**src/rtl/ofdm_s2p_pkg.sv**
```systemverilog
// Shared defaults and slice-placement helper for the serial-to-parallel gearbox.
`timescale 1ns/1ps
package ofdm_s2p_pkg;

  localparam int DEF_IN_W      = 1;
  localparam int DEF_BEATS     = 8;
  localparam bit DEF_LSB_FIRST = 1'b1;

  // Slice that beat number cnt of a word occupies in the assembled word.
  function automatic int slice_idx(input int cnt, input int beats, input bit lsb_first);
    return lsb_first ? cnt : (beats - 1 - cnt);
  endfunction

endpackage

```
**src/rtl/beat_counter.sv**
```systemverilog
// Modulo-BEATS beat counter with enable, synchronous clear and a last-beat flag.
`timescale 1ns/1ps
module beat_counter #(
  parameter int BEATS = 8
) (
  input  logic                     clk,
  input  logic                     rst_n,
  input  logic                     en,
  input  logic                     clr,
  output logic [$clog2(BEATS)-1:0] cnt,
  output logic                     last
);

  localparam int CW = $clog2(BEATS);

  logic [CW-1:0] cnt_q;
  logic [CW-1:0] cnt_d;

  assign last = (cnt_q == CW'(BEATS - 1));
  assign cnt  = cnt_q;

  always_comb begin
    cnt_d = cnt_q;
    if (clr) begin
      cnt_d = '0;
    end else if (en) begin
      cnt_d = last ? '0 : cnt_q + 1'b1;
    end
  end

  always_ff @(posedge clk or negedge rst_n) begin
    if (!rst_n) begin
      cnt_q <= '0;
    end else begin
      cnt_q <= cnt_d;
    end
  end

endmodule

```
**src/rtl/ser2par_gearbox.sv**
```systemverilog
// Packs IN_W-bit beats into IN_W*BEATS-bit words; an assembly buffer plus an
// output register give one word of slack so s_ready never depends on m_ready.
`timescale 1ns/1ps
module ser2par_gearbox
  import ofdm_s2p_pkg::*;
#(
  parameter int IN_W      = DEF_IN_W,
  parameter int BEATS     = DEF_BEATS,
  parameter bit LSB_FIRST = DEF_LSB_FIRST
) (
  input  logic                  clk,
  input  logic                  rst_n,
  input  logic [IN_W-1:0]       s_data,
  input  logic                  s_valid,
  input  logic                  s_last,
  output logic                  s_ready,
  output logic [IN_W*BEATS-1:0] m_data,
  output logic [BEATS-1:0]      m_keep,
  output logic                  m_last,
  output logic                  m_valid,
  input  logic                  m_ready
);

  localparam int OUT_W = IN_W * BEATS;
  localparam int CW    = $clog2(BEATS);

  logic [OUT_W-1:0] asm_data_q, asm_data_d;
  logic [BEATS-1:0] asm_keep_q, asm_keep_d;
  logic             asm_last_q, asm_last_d;
  logic             asm_full_q, asm_full_d;
  logic [OUT_W-1:0] m_data_q, m_data_d;
  logic [BEATS-1:0] m_keep_q, m_keep_d;
  logic             m_last_q, m_last_d;
  logic             m_valid_q, m_valid_d;

  logic [CW-1:0]    cnt;
  logic             cnt_last;
  logic             accept;
  logic             complete;
  logic             out_free;
  logic [BEATS-1:0] wr_sel;
  logic [OUT_W-1:0] merged_data;
  logic [BEATS-1:0] merged_keep;

  assign s_ready  = !asm_full_q;
  assign accept   = s_valid && !asm_full_q;
  assign complete = accept && (cnt_last || s_last);
  assign out_free = !m_valid_q || m_ready;

  beat_counter #(
    .BEATS (BEATS)
  ) u_beat_counter (
    .clk   (clk),
    .rst_n (rst_n),
    .en    (accept),
    .clr   (accept && s_last),
    .cnt   (cnt),
    .last  (cnt_last)
  );

  // Word as it stands once the incoming beat is written into its slice.
  for (genvar gi = 0; gi < BEATS; gi++) begin : g_slice
    assign wr_sel[gi] = accept && (slice_idx(int'(cnt), BEATS, LSB_FIRST) == gi);
    assign merged_data[gi*IN_W +: IN_W] = wr_sel[gi] ? s_data : asm_data_q[gi*IN_W +: IN_W];
  end
  assign merged_keep = asm_keep_q | wr_sel;

  always_comb begin
    asm_data_d = asm_data_q;
    asm_keep_d = asm_keep_q;
    asm_last_d = asm_last_q;
    asm_full_d = asm_full_q;
    m_data_d   = m_data_q;
    m_keep_d   = m_keep_q;
    m_last_d   = m_last_q;
    m_valid_d  = m_valid_q;

    if (m_valid_q && m_ready) begin
      m_valid_d = 1'b0;
    end

    if (asm_full_q) begin
      // A held word only exists while the output register is occupied.
      if (m_valid_q && m_ready) begin
        m_data_d   = asm_data_q;
        m_keep_d   = asm_keep_q;
        m_last_d   = asm_last_q;
        m_valid_d  = 1'b1;
        asm_data_d = '0;
        asm_keep_d = '0;
        asm_last_d = 1'b0;
        asm_full_d = 1'b0;
      end
    end else if (accept) begin
      if (!complete) begin
        asm_data_d = merged_data;
        asm_keep_d = merged_keep;
      end else if (out_free) begin
        m_data_d   = merged_data;
        m_keep_d   = merged_keep;
        m_last_d   = s_last;
        m_valid_d  = 1'b1;
        asm_data_d = '0;
        asm_keep_d = '0;
        asm_last_d = 1'b0;
      end else begin
        asm_data_d = merged_data;
        asm_keep_d = merged_keep;
        asm_last_d = s_last;
        asm_full_d = 1'b1;
      end
    end
  end

  always_ff @(posedge clk or negedge rst_n) begin
    if (!rst_n) begin
      asm_data_q <= '0;
      asm_keep_q <= '0;
      asm_last_q <= 1'b0;
      asm_full_q <= 1'b0;
      m_data_q   <= '0;
      m_keep_q   <= '0;
      m_last_q   <= 1'b0;
      m_valid_q  <= 1'b0;
    end else begin
      asm_data_q <= asm_data_d;
      asm_keep_q <= asm_keep_d;
      asm_last_q <= asm_last_d;
      asm_full_q <= asm_full_d;
      m_data_q   <= m_data_d;
      m_keep_q   <= m_keep_d;
      m_last_q   <= m_last_d;
      m_valid_q  <= m_valid_d;
    end
  end

  assign m_data  = m_data_q;
  assign m_keep  = m_keep_q;
  assign m_last  = m_last_q;
  assign m_valid = m_valid_q;

endmodule

```
**config.mk**
```make
export PLATFORM = sky130hd
export DESIGN_NAME = ser2par_gearbox
export DESIGN_NICKNAME = d
export VERILOG_FILES = /design/src/rtl/ofdm_s2p_pkg.sv /design/src/rtl/beat_counter.sv /design/src/rtl/ser2par_gearbox.sv
export SDC_FILE = /design/constraint.sdc
export NUM_CORES = 1
export LEC_CHECK = 0
export ABC_AREA = 1
export CAP_MARGIN = 10
export CORE_MARGIN = 2
export CORE_UTILIZATION = 59
export DETAILED_ROUTE_END_ITERATION = 12
export PLACE_DENSITY = 0.93
export SETUP_SLACK_MARGIN = 0.15
export SYNTH_ARGS = -nofsm -noshare
export SYNTH_HDL_FRONTEND = slang
export SYNTH_SLANG_ARGS = --single-unit
```
**constraint.sdc**
```tcl
create_clock -name clk -period 3.6 [get_ports clk]
set_clock_uncertainty 0.05 [all_clocks]
set_input_delay 0.54 -clock clk [delete_from_list [all_inputs] [get_ports clk]]
set_output_delay 0.54 -clock clk [all_outputs]
set_load 0.02 [all_outputs]
```
==> flow_summary.json <==
{
  "max_slew_margin": 0.4473,
  "port-buffer-count": 24,
  "stdcell_count": 336,
  "r2r_start": "asm_full_q$_DFF_PN0_",
  "cts-root-buf": "clkbuf_4",
  "grt_pass1_wl_um": 7169,
  "endpoint_kind": "output port",
  "startpoint_type": "register",
  "die_area_um2": 3966,
  "crit_slowest_cell": "clkdlybuf4s50_1",
  "fmaxAchievable_mhz": 415.3,
  "syn_inst": 268,
  "h-tree-depth": 2,
  "r2r_slack_ps": 1600,
  "finalWirelength_um": 4105,
  "drive_gt1_frac": 0.06207,
  "yosysWarnings": 0,
  "finalSetupTns_ps": 0,
  "maxCapViolations": 0,
  "crit_path_max_fanout": 15,
  "first_pass_iters": 5,
  "cts-hold-fix-buffers": 0,
  "cp.required_ps": 3010,
  "syn-cell-area_um2": 2052,
  "vias": 1723,
  "rsz0062_at_grt": "no",
  "drc": 0,
  "fin_crit_sh": 0.6688,
  "cts_tree": "done",
  "syn_to_final_growth_pct": 14.57,
  "syn_nets": 280,
  "cp.depth": 2,
  "pin_count": 25,
  "power_density_nw_per_um2": 715.9,
  "core_area_um2": 3337,
  "via_per_inst": 5.128,
  "r2r_end": "asm_keep_q[5]$_DFFE_PN0P_",
  "fp.dieH_um": 62.98,
  "clk_latency_ps": 360,
  "final_cell_mix": "115 x nand2_1, 39 x dfrtp_1, 30 x inv_1, 29 x nand3_1, 23 x clkdlybuf4s50_1",
  "cp_top_family": "buffers and inverters",
  "finalPower_mw": 1.683,
  "drt_iter0_markers": 120,
  "globalplace.congestion": 0.8202,
  "die_w_um": 62.98,
  "setup_violations": 0,
  "dp_cells": 328,
  "grt_antenna_before_repair": 0,
  "crit_type": "register to output port",
  "worst_ir_drop_vdd_v": 0.0004505,
  "crit_buf_inv": 2,
  "status": "complete, no violations",
  "p_leak_nw": 1.310,
  "slowest_delay_ps": 640,
  "grt_max_degree": 40,
  "r2r_cells": 6,
  "worstMarginPinSlew_ps": 829.1,
  "cts_resized": 0,
  "layout.nets": 301,
  "ys_seq_area_frac": 0.4756,
  "synth_cell_type_count": 20,
  "n_antenna_cell": 0,
  "grt_pass1_vias": 1565,
  "ant_nets": 0,
  "slew_viol_final": 0,
  "rows": 21,
  "hold_viol": 0,
  "path_cells": "inv_4 -> clkdlybuf4s50_1",
  "cts_buffer_depth": 2,
  "grt_overflow": 0,
  "arrival_ps": 1820,
  "avgSynthCellArea_um2": 7.657,
  "min_path_type": "primary input to asynchronous set/reset pin",
  "clock-sinks": 39,
  "track_usage": 0.2354,
  "wl_per_cell_um": 12.22,
  "initial_core_util": 0.6149,
  "post_cts_buffers": 0,
  "min_period_ps": 2408,
  "dp_hpwl_um": 2901,
  "final_common_cell": "nand2_1",
  "cts_buffers": 5,
  "path_clk_slew_ps": 120,
  "synth_seq_cells": 39
}
## routing by layer
layer,part of all wire,GRT usage,vias to the layer above
li1,-,-,867
met1,0.46,0.3167,787
met2,0.46,0.3577,55
met3,0.064,0.07568,14
met4,0.018,0.08333,0
met5,0,0,-
## power breakdown
part / switching, mW / total, mW / internal, mW
sequential: 0.0986 / 0.674 / 0.575
clock: 0.158 / 0.304 / 0.146
combinational: 0.433 / 0.706 / 0.273
total: 0.689 / 1.68 / 0.994
## flip-flops by register name (all words and copies together), names as in the netlist
| register | cells |
|---|---|
| m_last | 1 |
| m_valid | 1 |
| m_keep | 8 |
| asm_last_q | 1 |
| asm_full_q | 1 |
| asm_keep_q | 8 |
| m_data | 8 |
| u_beat_counter.cnt | 3 |
| asm_data_q | 8 |
## through the flow
stage	utilization	hold WS [ps]	area, µm²	setup WS (ps)
floorplan	-	194.4	2052	2063
global placement	0.6802	406.6	2270	1310
detailed placement	0.6802	409.2	2270	1234
CTS	0.7045	236.9	2351	1188
global route	0.7045	254.4	2351	1118
finish	0.7045	210.0	2351	1192
## cell families (layout without fill, tap and decap cells)
kind of cell	Yosys count	count (layout)	share of synthesized area
simple gates	169	169	0.3561
compound gates	12	12	0.03536
buf+inv	42	64	0.09634
fa+ha+maj	6	6	0.03658
flops	39	39	0.4756
## synth_stat cells
| library cell | instances | share of area |
|---|---|---|
| inv_2 | 1 | 0.0018 |
| inv_4 | 1 | 0.0031 |
| nand3_1 | 29 | 0.071 |
| nand2_2 | 3 | 0.0091 |
| nor2_1 | 15 | 0.027 |
| nand2_1 | 115 | 0.21 |
| buf_4 | 1 | 0.0037 |
| nand2_4 | 2 | 0.011 |
| nand4_1 | 3 | 0.0091 |
| a21boi_0 | 3 | 0.011 |
| buf_2 | 3 | 0.0073 |
| dfrtp_1 | 39 | 0.48 |
| buf_6 | 4 | 0.022 |
| o31ai_1 | 2 | 0.0073 |
| nand3_4 | 1 | 0.0085 |
| clkbuf_1 | 2 | 0.0037 |
| o21ai_0 | 7 | 0.017 |
| nor2_8 | 1 | 0.0098 |
| inv_1 | 30 | 0.055 |
| ha_1 | 6 | 0.037 |
## cell type report
type	count	area (µm²)
fill	288	985.9
clock inverter	3	43.79
inverter	32	122.6
sequential	39	975.9
tap	46	57.56
multi-input combinational	187	878.3
clock buffer	5	37.54
timing repair buffer	24	235.2
## worst max-delay path by stage
stage | slack [ps] | endpoint | startpoint
floorplan | 2060 | m_data[0]$_DFFE_PN0P_ | u_beat_counter.cnt[0]$_DFFE_PN0P_
global placement | 1310 | asm_keep_q[3]$_DFFE_PN0P_ | s_valid
global route | 1120 | s_ready | asm_full_q$_DFF_PN0_
CTS | 1190 | s_ready | asm_full_q$_DFF_PN0_
detailed placement | 1230 | asm_keep_q[5]$_DFFE_PN0P_ | s_valid
finish | 1190 | s_ready | asm_full_q$_DFF_PN0_
No activity file was read; power rests on OpenSTA's default activity.
